## src/rtl/bcd_countdown_ctrl_pkg.sv

```systemverilog
// Shared definitions for the BCD countdown controller.
//   state_t   : FSM state encodings (IDLE=00, RUN=01, PAUSE=10, DONE=11)
//   BCD_MAX   : largest legal BCD digit
//   bcd_clamp : forces an out-of-range nibble to 9
package bcd_countdown_ctrl_pkg;

    typedef enum logic [1:0] {
        ST_IDLE  = 2'b00,
        ST_RUN   = 2'b01,
        ST_PAUSE = 2'b10,
        ST_DONE  = 2'b11
    } state_t;

    localparam logic [3:0] BCD_MAX = 4'd9;

    function automatic logic [3:0] bcd_clamp(input logic [3:0] d);
        return (d > BCD_MAX) ? BCD_MAX : d;
    endfunction

endpackage

```

## src/rtl/bcd_countdown_ctrl_digit.sv

```systemverilog
// Single BCD down-counting digit with load and borrow.
//   CLK    : clock
//   RST    : asynchronous active-high reset (Q -> 0)
//   LD     : load LD_VAL (takes priority over EN)
//   LD_VAL : value to load, expected already clamped to 0..9
//   EN     : decrement enable (tick for digit 0, borrow-in otherwise)
//   Q      : current digit
//   BORROW : EN while Q==0, i.e. this digit wraps to 9
module bcd_down_digit
    import bcd_countdown_ctrl_pkg::*;
(
    input  logic       CLK,
    input  logic       RST,
    input  logic       LD,
    input  logic [3:0] LD_VAL,
    input  logic       EN,
    output logic [3:0] Q,
    output logic       BORROW
);

    logic [3:0] r_q;

    always_ff @(posedge CLK or posedge RST) begin
        if (RST) begin
            r_q <= '0;
        end else if (LD) begin
            r_q <= LD_VAL;
        end else if (EN) begin
            r_q <= (r_q == 4'd0) ? BCD_MAX : r_q - 4'd1;
        end
    end

    assign Q      = r_q;
    assign BORROW = EN & (r_q == 4'd0);

endmodule

```

## src/rtl/bcd_countdown_ctrl.sv

```systemverilog
// Countdown timer core: NDIG cascaded BCD digits, prescaled tick,
// load/start/pause control and a one-cycle DONE pulse at zero.
//   CLK      : clock
//   RST      : asynchronous active-high reset
//   LOAD     : load LOAD_VAL (digits >9 clamped), return to IDLE
//   LOAD_VAL : BCD preset, digit i at [4i+3:4i]
//   START    : start / resume counting
//   PAUSE    : freeze counting (wins over START)
//   CNT      : current BCD value
//   STATE    : FSM state (IDLE=00, RUN=01, PAUSE=10, DONE=11)
//   RUNNING  : high while STATE==RUN
//   DONE     : one-cycle pulse on entry to DONE
module bcd_countdown_ctrl
    import bcd_countdown_ctrl_pkg::*;
#(
    parameter int NDIG     = 2,
    parameter int TICK_DIV = 4
) (
    input  logic                CLK,
    input  logic                RST,
    input  logic                LOAD,
    input  logic [4*NDIG-1:0]   LOAD_VAL,
    input  logic                START,
    input  logic                PAUSE,
    output logic [4*NDIG-1:0]   CNT,
    output logic [1:0]          STATE,
    output logic                RUNNING,
    output logic                DONE
);

    localparam int CW = 4 * NDIG;
    localparam int PW = (TICK_DIV <= 1) ? 1 : $clog2(TICK_DIV);
    localparam logic [PW-1:0] PRESC_LAST = PW'(TICK_DIV - 1);

    state_t          r_state;
    logic [PW-1:0]   r_presc;
    logic            r_running;
    logic            r_done;

    logic [CW-1:0]   w_cnt;
    logic [NDIG:0]   w_en;
    logic            w_tick;
    logic            w_cnt_zero;
    logic            w_cnt_one;
    logic            w_unused_borrow;

    // Tick is suppressed by LOAD and PAUSE so the digits never move in a
    // cycle where the FSM leaves RUN or reloads.
    assign w_tick     = (r_state == ST_RUN) && !LOAD && !PAUSE && (r_presc == PRESC_LAST);
    assign w_cnt_zero = (w_cnt == '0);
    assign w_cnt_one  = (w_cnt == CW'(1));

    assign w_en[0] = w_tick;

    for (genvar gi = 0; gi < NDIG; gi++) begin : g_digit
        bcd_down_digit u_digit (
            .CLK    (CLK),
            .RST    (RST),
            .LD     (LOAD),
            .LD_VAL (bcd_clamp(LOAD_VAL[4*gi +: 4])),
            .EN     (w_en[gi]),
            .Q      (w_cnt[4*gi +: 4]),
            .BORROW (w_en[gi+1])
        );
    end

    // Borrow out of the top digit never fires: RUN ends at value one.
    assign w_unused_borrow = w_en[NDIG];

    always_ff @(posedge CLK or posedge RST) begin
        if (RST) begin
            r_state   <= ST_IDLE;
            r_presc   <= '0;
            r_running <= 1'b0;
            r_done    <= 1'b0;
        end else begin
            r_done <= 1'b0;
            if (LOAD) begin
                r_state   <= ST_IDLE;
                r_presc   <= '0;
                r_running <= 1'b0;
            end else begin
                case (r_state)
                    ST_IDLE: begin
                        if (START && !PAUSE && !w_cnt_zero) begin
                            r_state   <= ST_RUN;
                            r_presc   <= '0;
                            r_running <= 1'b1;
                        end
                    end
                    ST_RUN: begin
                        if (PAUSE) begin
                            r_state   <= ST_PAUSE;
                            r_running <= 1'b0;
                        end else begin
                            r_presc <= (r_presc == PRESC_LAST) ? '0 : r_presc + PW'(1);
                            if (w_tick && w_cnt_one) begin
                                r_state   <= ST_DONE;
                                r_running <= 1'b0;
                                r_done    <= 1'b1;
                            end
                        end
                    end
                    ST_PAUSE: begin
                        if (START && !PAUSE) begin
                            r_state   <= ST_RUN;
                            r_running <= 1'b1;
                        end
                    end
                    ST_DONE: begin
                    end
                    default: begin
                        r_state   <= ST_IDLE;
                        r_running <= 1'b0;
                    end
                endcase
            end
        end
    end

    assign CNT     = w_cnt;
    assign STATE   = r_state;
    assign RUNNING = r_running;
    assign DONE    = r_done;

endmodule

```

## config.mk

```make
export PLATFORM = sky130hd
export DESIGN_NAME = bcd_countdown_ctrl
export DESIGN_NICKNAME = d
export VERILOG_FILES = /design/src/rtl/bcd_countdown_ctrl_pkg.sv /design/src/rtl/bcd_countdown_ctrl_digit.sv /design/src/rtl/bcd_countdown_ctrl.sv
export SDC_FILE = /design/constraint.sdc
export NUM_CORES = 1
export LEC_CHECK = 0
export BUFFER_PORTS_ARGS = -buffer_cell sky130_fd_sc_hd__buf_2
export CAP_MARGIN = 0
export CORE_MARGIN = 2
export CORE_UTILIZATION = 48
export DETAILED_ROUTE_END_ITERATION = 7
export MAX_ROUTING_LAYER = met4
export PLACE_DENSITY = 0.71
export RECOVER_POWER = 25
export SYNTH_ARGS = -nofsm -noshare
export SYNTH_HDL_FRONTEND = slang
export SYNTH_SLANG_ARGS = --single-unit
```

## constraint.sdc

```tcl
create_clock -name CLK -period 2.4 [get_ports CLK]
set_input_delay 0.24 -clock CLK [delete_from_list [all_inputs] [get_ports CLK]]
set_output_delay 0.24 -clock CLK [all_outputs]
set_load 0.02 [all_outputs]
```

# Yosys cells after proc, flatten, opt, wreduce, memory -nomap -nowiden
# Cells that the tools add are included.
# W data, S select, Z words.
[word_totals] regBits=14 out_inout_bits=12 wordCells=68
[op_classes] addsub=3 magnitude_cmp=2 n_eq_ne=8 mux=29 bitwise_logic=1 reduce_logical=19
[op_table] operator="$mux W4" count=8
[op_table] operator="$mux W2" count=9
[op_table] operator="$mux W1" count=9
[op_table] operator="$ne A3 B3 Y1 const B" count=3
[op_table] operator="$eq A8 B1 Y1 const B" count=1
[op_table] operator="$gt A4 B4 Y1 const B" count=2
[op_table] operator="$logic_not A4 Y1" count=2
[op_table] operator="$logic_not A8 Y1" count=1
[op_table] operator="$sub A4 B1 Y4 const B" count=2
[op_table] operator="$logic_and A1 B1 Y1" count=6
[op_table] operator="$pmux W2 S3" count=1
[op_table] operator="$eq A2 B2 Y1 const B" count=2
[op_table] operator="$ne A4 B3 Y1 const B" count=1
[op_table] operator="$pmux W2 S2" count=1
[op_table] operator="$reduce_and A4 Y1" count=1
[op_table] operator="$reduce_bool A2 Y1" count=2
[op_table] operator="$reduce_bool A4 Y1" count=1
[op_table] operator="$logic_not A1 Y1" count=3
[op_table] operator="$pmux W1 S3" count=1
[op_table] operator="$reduce_and A3 Y1" count=1
[op_table] operator="$reduce_bool A3 Y1" count=1
[op_table] operator="$add A2 B1 Y2 const B" count=1
[op_table] operator="$eq A2 B1 Y1 const B" count=1
[op_table] operator="$logic_not A2 Y1" count=1
[op_table] operator="$and A1 B1 Y1" count=1

# Logic depth before layout (Yosys ltp)
# Gate-level depths: netlist of run 1.
[depth] word_depth=9 ltp_mapped=5

# Modules after synthesis
# A second synthesis of run 1 with hierarchy kept.
[unflattened] hier_cells=93 area_unflattened_um2=892.1
[modules_own_cells] mod="bcd_down_digit" n_inst=2 cells_per_inst=23 area_each_um2=226.5 seq_area_each_um2=100.1
[modules_own_cells] mod="bcd_countdown_ctrl" n_inst=1 cells_per_inst=47 area_each_um2=439.2 seq_area_each_um2=150.1

# Worst setup path after synthesis of run 1
# OpenSTA, ideal clock, no wires.
[synth_path] kind="reg2reg" startpoint="register r_state[0] (netlist: STATE[0])" endpoint="register g_digit[1].u_digit.r_q[3]" setup_ps=82 arrival_time_ps=1885 required_ps=2318 setup_slack_ps=433 stages_incl_launch_ff=6 path_buffers=1 cell_sequence="dfrtp_1 buf_4 or3b_4 or3_4 or4_1 a31oi_1"
[synth_between] elab_chain_len=6
[synth_lines] element="start: declaration" line_no="bcd_countdown_ctrl.sv:35" rtl="state_t r_state;"
[synth_lines] element="start signal: assignment" line_no="bcd_countdown_ctrl.sv:72" rtl="r_state <= ST_IDLE;"
[synth_lines] element="start signal: assignment" line_no="bcd_countdown_ctrl.sv:79" rtl="r_state <= ST_IDLE;"
[synth_lines] element="start signal: assignment" line_no="bcd_countdown_ctrl.sv:86" rtl="r_state <= ST_RUN;"
[synth_lines] element="$eq A2 B1 Y1" line_no="bcd_countdown_ctrl.sv:49" rtl="assign w_tick = (r_state == ST_RUN) && !LOAD && !PAUSE && (r_presc == PRESC_LAST);"
[synth_lines] element="$logic_and A1 B1 Y1 (3 in series)" line_no="bcd_countdown_ctrl.sv:49"
[synth_lines] element="$and A1 B1 Y1" line_no="bcd_countdown_ctrl_digit.sv:34" rtl="assign BORROW = EN & (r_q == 4'd0);"
[synth_lines] element="$reduce_bool A2 Y1 (no source line)"
[synth_lines] element="end signal: assignment" line_no="bcd_countdown_ctrl_digit.sv:29" rtl="r_q <= (r_q == 4'd0) ? BCD_MAX : r_q - 4'd1;"
[synth_lines] element="end: declaration" line_no="bcd_countdown_ctrl_digit.sv:21" rtl="logic [3:0] r_q;"
# Every way passes these cells.
# A chain may end at the register's enable or synchronous reset.

# Worst setup path in the final report of run 1
# Same ends and word-level chain as after synthesis.

==> results_dict.tcl, run 1 <==
set metrics [dict create \
    yosysUniqueCellTypes 40 \
    syn_area_um2 895 \
    num_io_pins 25 \
    worstSkewPairLatency_ns 0.28 \
    yosysMostFrequentCell "dfrtp_1" \
    end_kind "register" \
    grt_overflow_total 0 \
    fin_skew_ns 0.00146 \
    grt_pass1_vias 720 \
    ys.flop_type "dfrtp_1" \
    globalRouteTotalUtil 0.206 \
    cts_buffer_depth 2 \
    nNetsFinal 136 \
    postCtsHoldBufs 0 \
    ys_seq_area_frac 0.392 \
    dieHeight_um 47.2 \
    cts_root_buf "clkbuf_4" \
    clkSlewWorstSetupHoldPaths_ns 0.09 \
    async_reset_ff_frac 1.00 \
    power.leakage_nw 0.494 \
    synth_nets 109 \
    ys_top_cells_by_area "dfrtp_1 (39%), nor2_1 (4.2%), o21ai_0 (3.9%)" \
    first_pass_iters 4 \
    cp_max_fo 11 \
    fin_crit_sh 0.819 \
    start_util 0.513 \
    drcViolationCount 0 \
    rsz0062_at_grt "false" \
    setup_ws_ns 0.434 \
    intPower_mw 0.519 \
    wl_met2_um 939 \
    antenna_found_initial 0 \
    met1Wirelength_um 902 \
    wl_met3_um 114 \
    hold_violations 14 \
    wl_per_cell_um 13.6 \
    gp_congestion 0.828 \
    syn_inst 95 \
    violations "hold timing" \
    status "finished, violations left" \
    dp.final_hpwl_um 1530 \
    ir_drop_uv 522 \
    die_w_um 47.2 \
    place_ws_ns 0.454 \
    ant_nets 0 \
    grt_max_degree 19 \
    syn_avg_cell_area_um2 9.42 \
    drv_slew 0 \
    worst_pin_slew_ns 0.559 \
    top_layer "met4" \
    post_drt_via_cell_ratio 5.68 \
    synth_edf_count 0 \
    cts.sinks 14 \
    h-tree-depth 1 \
    holdWs_ns -0.00891 \
    port_buffers 24 \
    cts_buffers 3 \
    p_switching_mw 0.305 \
    r2r_slack_ns 0.43 \
    power-per-cell-area_nw_per_um2 772 \
    antenna_cells 0 \
    cts_setup_buffers 0 \
    yosysTopAreaCellShare 0.392 \
    setup_viol 0 \
    vias 830 \
    p_comb_frac 0.362 \
    drive_gt1_frac 0.314 \
    p_total_mw 0.824 \
    yosys_warnings 0 \
    clock_power_share 0.212 \
    areaGrowthSynthToFinish_pct 19.3 \
    tritoncts "built" \
    die_area_um2 2230 \
    seq_power_share 0.426 \
    ys_seq_elements 14 \
    grt_pass1_wl_um 3140 \
    fin_area_um2 1070 \
    fin_crit_ns 1.97 \
    core_area_um2 1750 \
    start_kind "register" \
    post_cts_resized 0 \
    ys_top_cells_by_count "dfrtp_1 (14), nor2_1 (10), o21ai_0 (7)" \
    critical_path_class "reg2reg" \
    fin_tns_setup_ns 0 \
    worstPathArrival_ns 2.18 \
    rows 15 \
    initialDrtViolationCount 12 \
    hold_class "in2async" \
    worstPathRequired_ns 2.61 \
    fill_cells 167 \
    swShare 0.370 \
    yosys.area.top_type "dfrtp_1" \
    wirelength_um 1980 \
    maxCapViolations 0 \
    post-route-util 0.611 \
    slew_headroom 0.627 \
    post_dp_cell_area_um2 1030 \
    fmax_mhz 509 \
]
[registers in the layout, summed over array words and instances, names as in the netlist]
register	count
DONE	1
RUNNING	1
STATE	2
g_digit.u_digit.Q	8
r_presc	2
[cell usage in the layout, fill, tap and decap left out, types with 4 or more instances in the layout]
master and n:
o21ai_0 7, inv_1 5, a21oi_1 5, buf_2 24, dfrtp_1 14, nor3_1 4, nor2_1 10
[critical path, cell delays in order, from the launching register on]
cell,delay (ns)
dfrtp_1,0.51
or3b_4,0.45
or3_4,0.36
or4_1,0.40
a31oi_1,0.17
[logic make-up (layout without fill, tap and decap cells)]
logic type                 count (synthesis)  after routing  synth area share
AOI/OAI and AO/OA                         27             27             0.207
and+or+nand+nor                           36             36             0.241
xor gates and xnor gates                   3              3            0.0294
muxes                                      6              6            0.0713
buffers and inverters                      8             34            0.0462
adders and majority gates                  1              1            0.0140
DFF                                       14             14             0.392
[final timing paths]
| kind | start | end | cells after the start |
|---|---|---|---|
| max | STATE[0] | g_digit[1].u_digit.Q[3] | 4 |
| min | RST | g_digit[1].u_digit.Q[3] | 2 |
| max reg2reg | STATE[0] | g_digit[1].u_digit.Q[3] | 4 |
| min reg2reg | RUNNING | RUNNING | 1 |
| max in group asynchronous | RST | r_presc[1] | 2 |
| min in group CLK | LOAD_VAL[1] | g_digit[0].u_digit.Q[1] | 3 |
[metal layers]
metal | GRT usage | vias up
met2 | 0.312 | 33
met1 | 0.272 | 383
met3 | 0.0231 | 5
li1 | - | 409
met4 | 0.0944 | 0
met5 | - | -
[cell type report]
type / instances / area, um^2 / share of cell area
Sequential cell: 14 / 350 / 0.328
Timing Repair Buffer: 25 / 128 / 0.120
Tap cell: 25 / 31.3 / 0.0293
Multi-Input combinational cell: 73 / 503 / 0.471
Inverter: 5 / 18.8 / 0.0176
Clock buffer: 4 / 36.3 / 0.0340
[metrics by stage]
| step | hold WS, ns | cells |
|---|---|---|
| 2_1_floorplan | 0.129 | 95 |
| 3_5_place_dp | 0.313 | 142 |
| 6_report | -0.00891 | 146 |
| 5_1_grt | 0.0319 | 146 |
| 4_1_cts | 0.00770 | 146 |
| 3_3_place_gp | 0.302 | 142 |
[power groups by stage]
stage	logic, mW	clock network [mW]	registers [mW]
floorplan	0.203	0	0.372
global placement	0.293	0	0.350
detailed placement	0.299	0	0.355
CTS	0.300	0.173	0.349
global route	0.329	0.184	0.360
finish	0.299	0.174	0.351
Power figures use the tool's default switching activity.
==> inputs of run 2 (changes only) <==
- clock period: 2.4 -> 1.9 ns (I/O delays scaled with it)
==> run 2 against run 1 <==
  * The run now ends clean
  * Design area up 9.1%
  * Worst hold slack better by 0.14 ns
  * Die area unchanged
  * Clock-buffer cell count down 1
  * Non-clock buffer count up 11
  * Sequential power up 13%
  * Sequential cell count unchanged
  * Critical path depth unchanged
  * Sequential share of layout area down 2.5 points
  * Global-route usage up 0.57 points
  * Critical path type unchanged
  * Critical endpoint is now STATE[0]
  * Largest power group is now combinational logic
==> results_dict.tcl, run 2 (synthesis gave the netlist of run 1 again) <==
set metrics [dict create \
    status "completed" \
    port_buffers 24 \
    cts.sinks 14 \
    drive_gt1_frac 0.397 \
    cts_buffers 3 \
    initialDrtViolationCount 12 \
    fin_crit_sh 0.980 \
    drv_slew 0 \
    mostFrequentLayoutCell "buf_2" \
    rsz0062_at_grt "false" \
    grt_max_degree 16 \
    ir_drop_uv 596 \
    wl_per_cell_um 12.6 \
    maxCapViolations 0 \
    worstPathRequired_ns 2.07 \
    slew_headroom 0.641 \
    num_io_pins 25 \
    end_kind "register" \
    drcViolationCount 0 \
    hold_violations 0 \
    fmax_mhz 537 \
    dieHeight_um 47.2 \
    r2r_slack_ns 0.04 \
    cts_setup_buffers 0 \
    power-per-cell-area_nw_per_um2 905 \
    tritoncts "built" \
    largest_reg_flops 8 \
    vias 847 \
    critical_path_class "reg2reg" \
    reg2reg_depth 4 \
    start_kind "register" \
    worstSkewPairLatency_ns 0.28 \
    core_area_um2 1750 \
    grt_pass1_wl_um 3080 \
    gp_congestion 0.828 \
    power.leakage_nw 0.540 \
    dp.final_hpwl_um 1500 \
    antenna_found_initial 0 \
    die_area_um2 2230 \
    clkSlewWorstSetupHoldPaths_ns 0.08 \
    post-route-util 0.667 \
    start_util 0.513 \
    fin_skew_ns 0.00218 \
    fin_crit_ns 1.86 \
    areaGrowthSynthToFinish_pct 30.2 \
    grt_overflow_total 0 \
    ant_nets 0 \
    grt_pass1_vias 712 \
    worst_pin_slew_ns 0.538 \
    rows 15 \
    post_drt_via_cell_ratio 5.43 \
    antenna_cells 0 \
    cts_root_buf "clkbuf_4" \
    setup_viol 0 \
    globalRouteTotalUtil 0.211 \
    final_cell_mix "buf_2 (24), dfrtp_1 (12), buf_4 (11)" \
    cts_buffer_depth 2 \
    h-tree-depth 1 \
    cp_max_fo 4 \
    nNetsFinal 147 \
    first_pass_iters 4 \
    hold_class "in2reg" \
    worstPathArrival_ns 2.03 \
    p_total_mw 1.05 \
    die_w_um 47.2 \
    hold-path-cell-count 3 \
    wirelength_um 1960 \
]
-- run 2: layout make-up --
class / count / area (um^2)
Inverter: 5 / 18.8
Timing Repair Buffer: 36 / 213
Sequential cell: 14 / 353
Multi-Input combinational cell: 73 / 527
Fill cell: 148 / 581
Clock buffer: 3 / 22.5
Tap cell: 25 / 31.3
-- run 2: repair_timing --
| action | in CTS | in global routing |
|---|---|---|
| endpoints found under the hold margin | 14 | 0 |
| setup endpoints to repair | 0 | 3 |
| resized for setup | 0 | 4 |
| hold buffers | 1 | 0 |
-- run 2: power breakdown --
group | switching (mW) | internal (mW)
combinational | 0.257 | 0.234
sequential | 0.0404 | 0.358
clock | 0.0913 | 0.0736
-- run 2: routing by layer --
metal | vias up | part of all wire | wire length, um | GRT usage
met5 | - | 0 | 0 | -
met4 | 0 | 0.021 | 41 | 0.117
met3 | 5 | 0.054 | 106 | 0.0462
met2 | 31 | 0.44 | 862 | 0.285
met1 | 385 | 0.48 | 949 | 0.289
li1 | 426 | - | - | -
-- run 2: final timing paths --
path                                          from                       to
max                        g_digit[1].u_digit.Q[0]                 STATE[0]
min                                    LOAD_VAL[1]  g_digit[0].u_digit.Q[1]
max reg2reg                g_digit[1].u_digit.Q[0]                 STATE[0]
min reg2reg                                RUNNING                  RUNNING
max in group asynchronous                      RST                 STATE[0]
min in group asynchronous                      RST                     DONE
-- run 2: worst max-delay path: stages (launching register included) --
cell and delay (ns):
dfrtp_2 0.40, or4_4 0.57, o311ai_4 0.29, o211ai_1 0.18
mux2_2 0.30
-- run 2: through the flow --
step	std cells	hold WS [ns]	setup WS, ns	instance area, um^2	setup TNS [ns]
global placement	152	0.252	0.0795	1110	0
CTS	156	0.124	0.0433	1140	0
finish	156	0.133	0.0381	1160	0
detailed placement	152	0.258	0.0547	1110	0
floorplan	95	0.0791	-0.00122	901	-0.00122
global route	156	0.143	0.00636	1160	0
==> inputs of run 3 (changes only) <==
- CORE_ASPECT_RATIO: unset -> 0.9
- RECOVER_POWER: 25 -> 100
==> run 3 against run 2 <==
  * Sequential share of layout area increased by 0.13 points
  * Power is 3.6% higher
  * Global-route usage rose by 0.82 points
  * Design area is 0.43% lower
  * Clock power up 27%
  * Clock skew is 0.0029 ns higher
  * Sequential cell count did not move
  * Fmax is 0.15% lower
  * Register-to-register slack barely moved
  * Setup slack worse by 0.0027 ns
  * Sequential power is essentially flat
==> results_dict.tcl, run 3 (synthesis gave the netlist of run 1 again) <==
set metrics [dict create \
    die_area_um2 2230 \
    worstSkewPairLatency_ns 0.28 \
    wirelength_um 2100 \
    hold-path-cell-count 3 \
    setup_ws_ns 0.0353 \
    reg2reg_depth 4 \
    fin_crit_sh 0.981 \
    fin_skew_ns 0.00509 \
    ff_latch_area_um2 353 \
    worstPathCellList "or4_4, o311ai_4, o211ai_1, mux2_2" \
    power-per-cell-area_nw_per_um2 942 \
    grt_pass1_vias 772 \
    post_drt_via_cell_ratio 5.58 \
    hp-start "LOAD_VAL[1]" \
    clkSlewWorstSetupHoldPaths_ns 0.08 \
    reg2reg_to "RUNNING" \
    start_util 0.521 \
    vias 870 \
    core_area_um2 1720 \
    drv_slew 0 \
    status "completed" \
    dp.final_hpwl_um 1630 \
    nNetsFinal 147 \
    multiInputGateArea_um2 524 \
    fmax_mhz 536 \
    worst_pin_slew_ns 0.550 \
    end_kind "register" \
    num_io_pins 25 \
    maxCapViolations 0 \
    power.leakage_nw 0.511 \
    fill_cells 154 \
    drive_gt1_frac 0.303 \
    grt_max_degree 15 \
    worstPathArrival_ns 2.03 \
    drcViolationCount 0 \
    rsz0062_at_grt "false" \
    largest_reg_flops 8 \
    h-tree-depth 1 \
    die_w_um 49.5 \
    port_buffers 24 \
    wl_per_cell_um 13.5 \
    place_ws_ns 0.0320 \
    cts_buffer_depth 2 \
    cts_buffers 3 \
    initialDrtViolationCount 32 \
    final_cell_mix "dfrtp_1 (12), buf_2 (12), clkbuf_1 (12)" \
    r2r_slack_ns 0.04 \
    critical_path_class "reg2reg" \
    rows 14 \
    ir_drop_uv 573 \
    setup_viol 0 \
    areaGrowthSynthToFinish_pct 29.7 \
    dieHeight_um 45.0 \
    gp_congestion 0.877 \
    post-route-util 0.676 \
    worst_path_max_delay_cell "or4_4" \
    tritoncts "built" \
    r2r-start "g_digit[1].u_digit.Q[0]" \
    cts.sinks 14 \
    max_stage_delay_ns 0.57 \
    antenna_found_initial 0 \
    globalRouteTotalUtil 0.219 \
    grt_pass1_wl_um 3520 \
    antenna_cells 0 \
    hold_end "g_digit[0].u_digit.Q[1]" \
    cts_root_buf "clkbuf_4" \
    start_kind "register" \
    hold_violations 0 \
    grt_overflow_total 0 \
    cp_max_fo 4 \
    fin_crit_ns 1.86 \
    slew_headroom 0.633 \
    worstPathRequired_ns 2.06 \
    ant_nets 0 \
    hold_class "in2reg" \
    first_pass_iters 4 \
]
run 3: final cells by class:
cell class,instances,area share
tap,24,0.0259
clock buffer,4,0.0313
inverter,5,0.0162
sequential,14,0.304
multi-input combinational,73,0.452
timing repair buffer,36,0.170
run 3: repair_timing:
action | 4_1_cts | 5_1_grt
setup endpoints to repair | 1 | 2
gates resized for setup | 1 | 2
hold endpoints to repair | 14 | 0
pin swaps | 0 | 1
hold buffers | 1 | 0
setup buffers | 0 | 0
run 3: per-layer routing:
layer / wire [um] / GRT usage
met3: 89 / 0.0596
met4: 13 / 0.0333
met5: 0 / -
met1: 1050 / 0.294
met2: 954 / 0.346
run 3: critical path: cells and delay by family, from the launching register on:
family | cells | cell delay [ns]
and+or+nand+nor | 1 | 0.57
AOI/OAI and AO/OA | 2 | 0.46
DFF | 1 | 0.41
muxes | 1 | 0.31
run 3: metrics by stage:
step	instance area (um^2)	TNS [ns]	power, mW	cells	hold slack [ns]
6_report	1160	0	1.09	156	0.125
4_1_cts	1160	0	1.09	156	0.124
2_1_floorplan	901	-0.00122	0.738	95	0.0791
3_3_place_gp	1110	0	0.862	151	0.249
5_1_grt	1160	0	1.17	156	0.150
3_5_place_dp	1110	0	0.877	151	0.257
run 3: report_power, final:
group          total, mW  internal, mW  switching [mW]
clock              0.210         0.117          0.0937
combinational      0.483         0.220           0.263
sequential         0.399         0.358          0.0414
total               1.09         0.694           0.398
run 3: how the worst max path moves through the flow:
stage,startpoint,end,slack [ns],cells past startpoint
after global routing,r_presc[0],g_digit[1].u_digit.Q[3],0.002,5
final,g_digit[1].u_digit.Q[0],RUNNING,0.04,4
after global placement,r_presc[0],g_digit[1].u_digit.Q[2],0.08,5
after detailed placement,g_digit[1].u_digit.Q[0],RUNNING,0.03,4
after floorplan,STATE[1],g_digit[1].u_digit.Q[3],-0.001,4
after CTS,g_digit[1].u_digit.Q[0],RUNNING,0.02,4
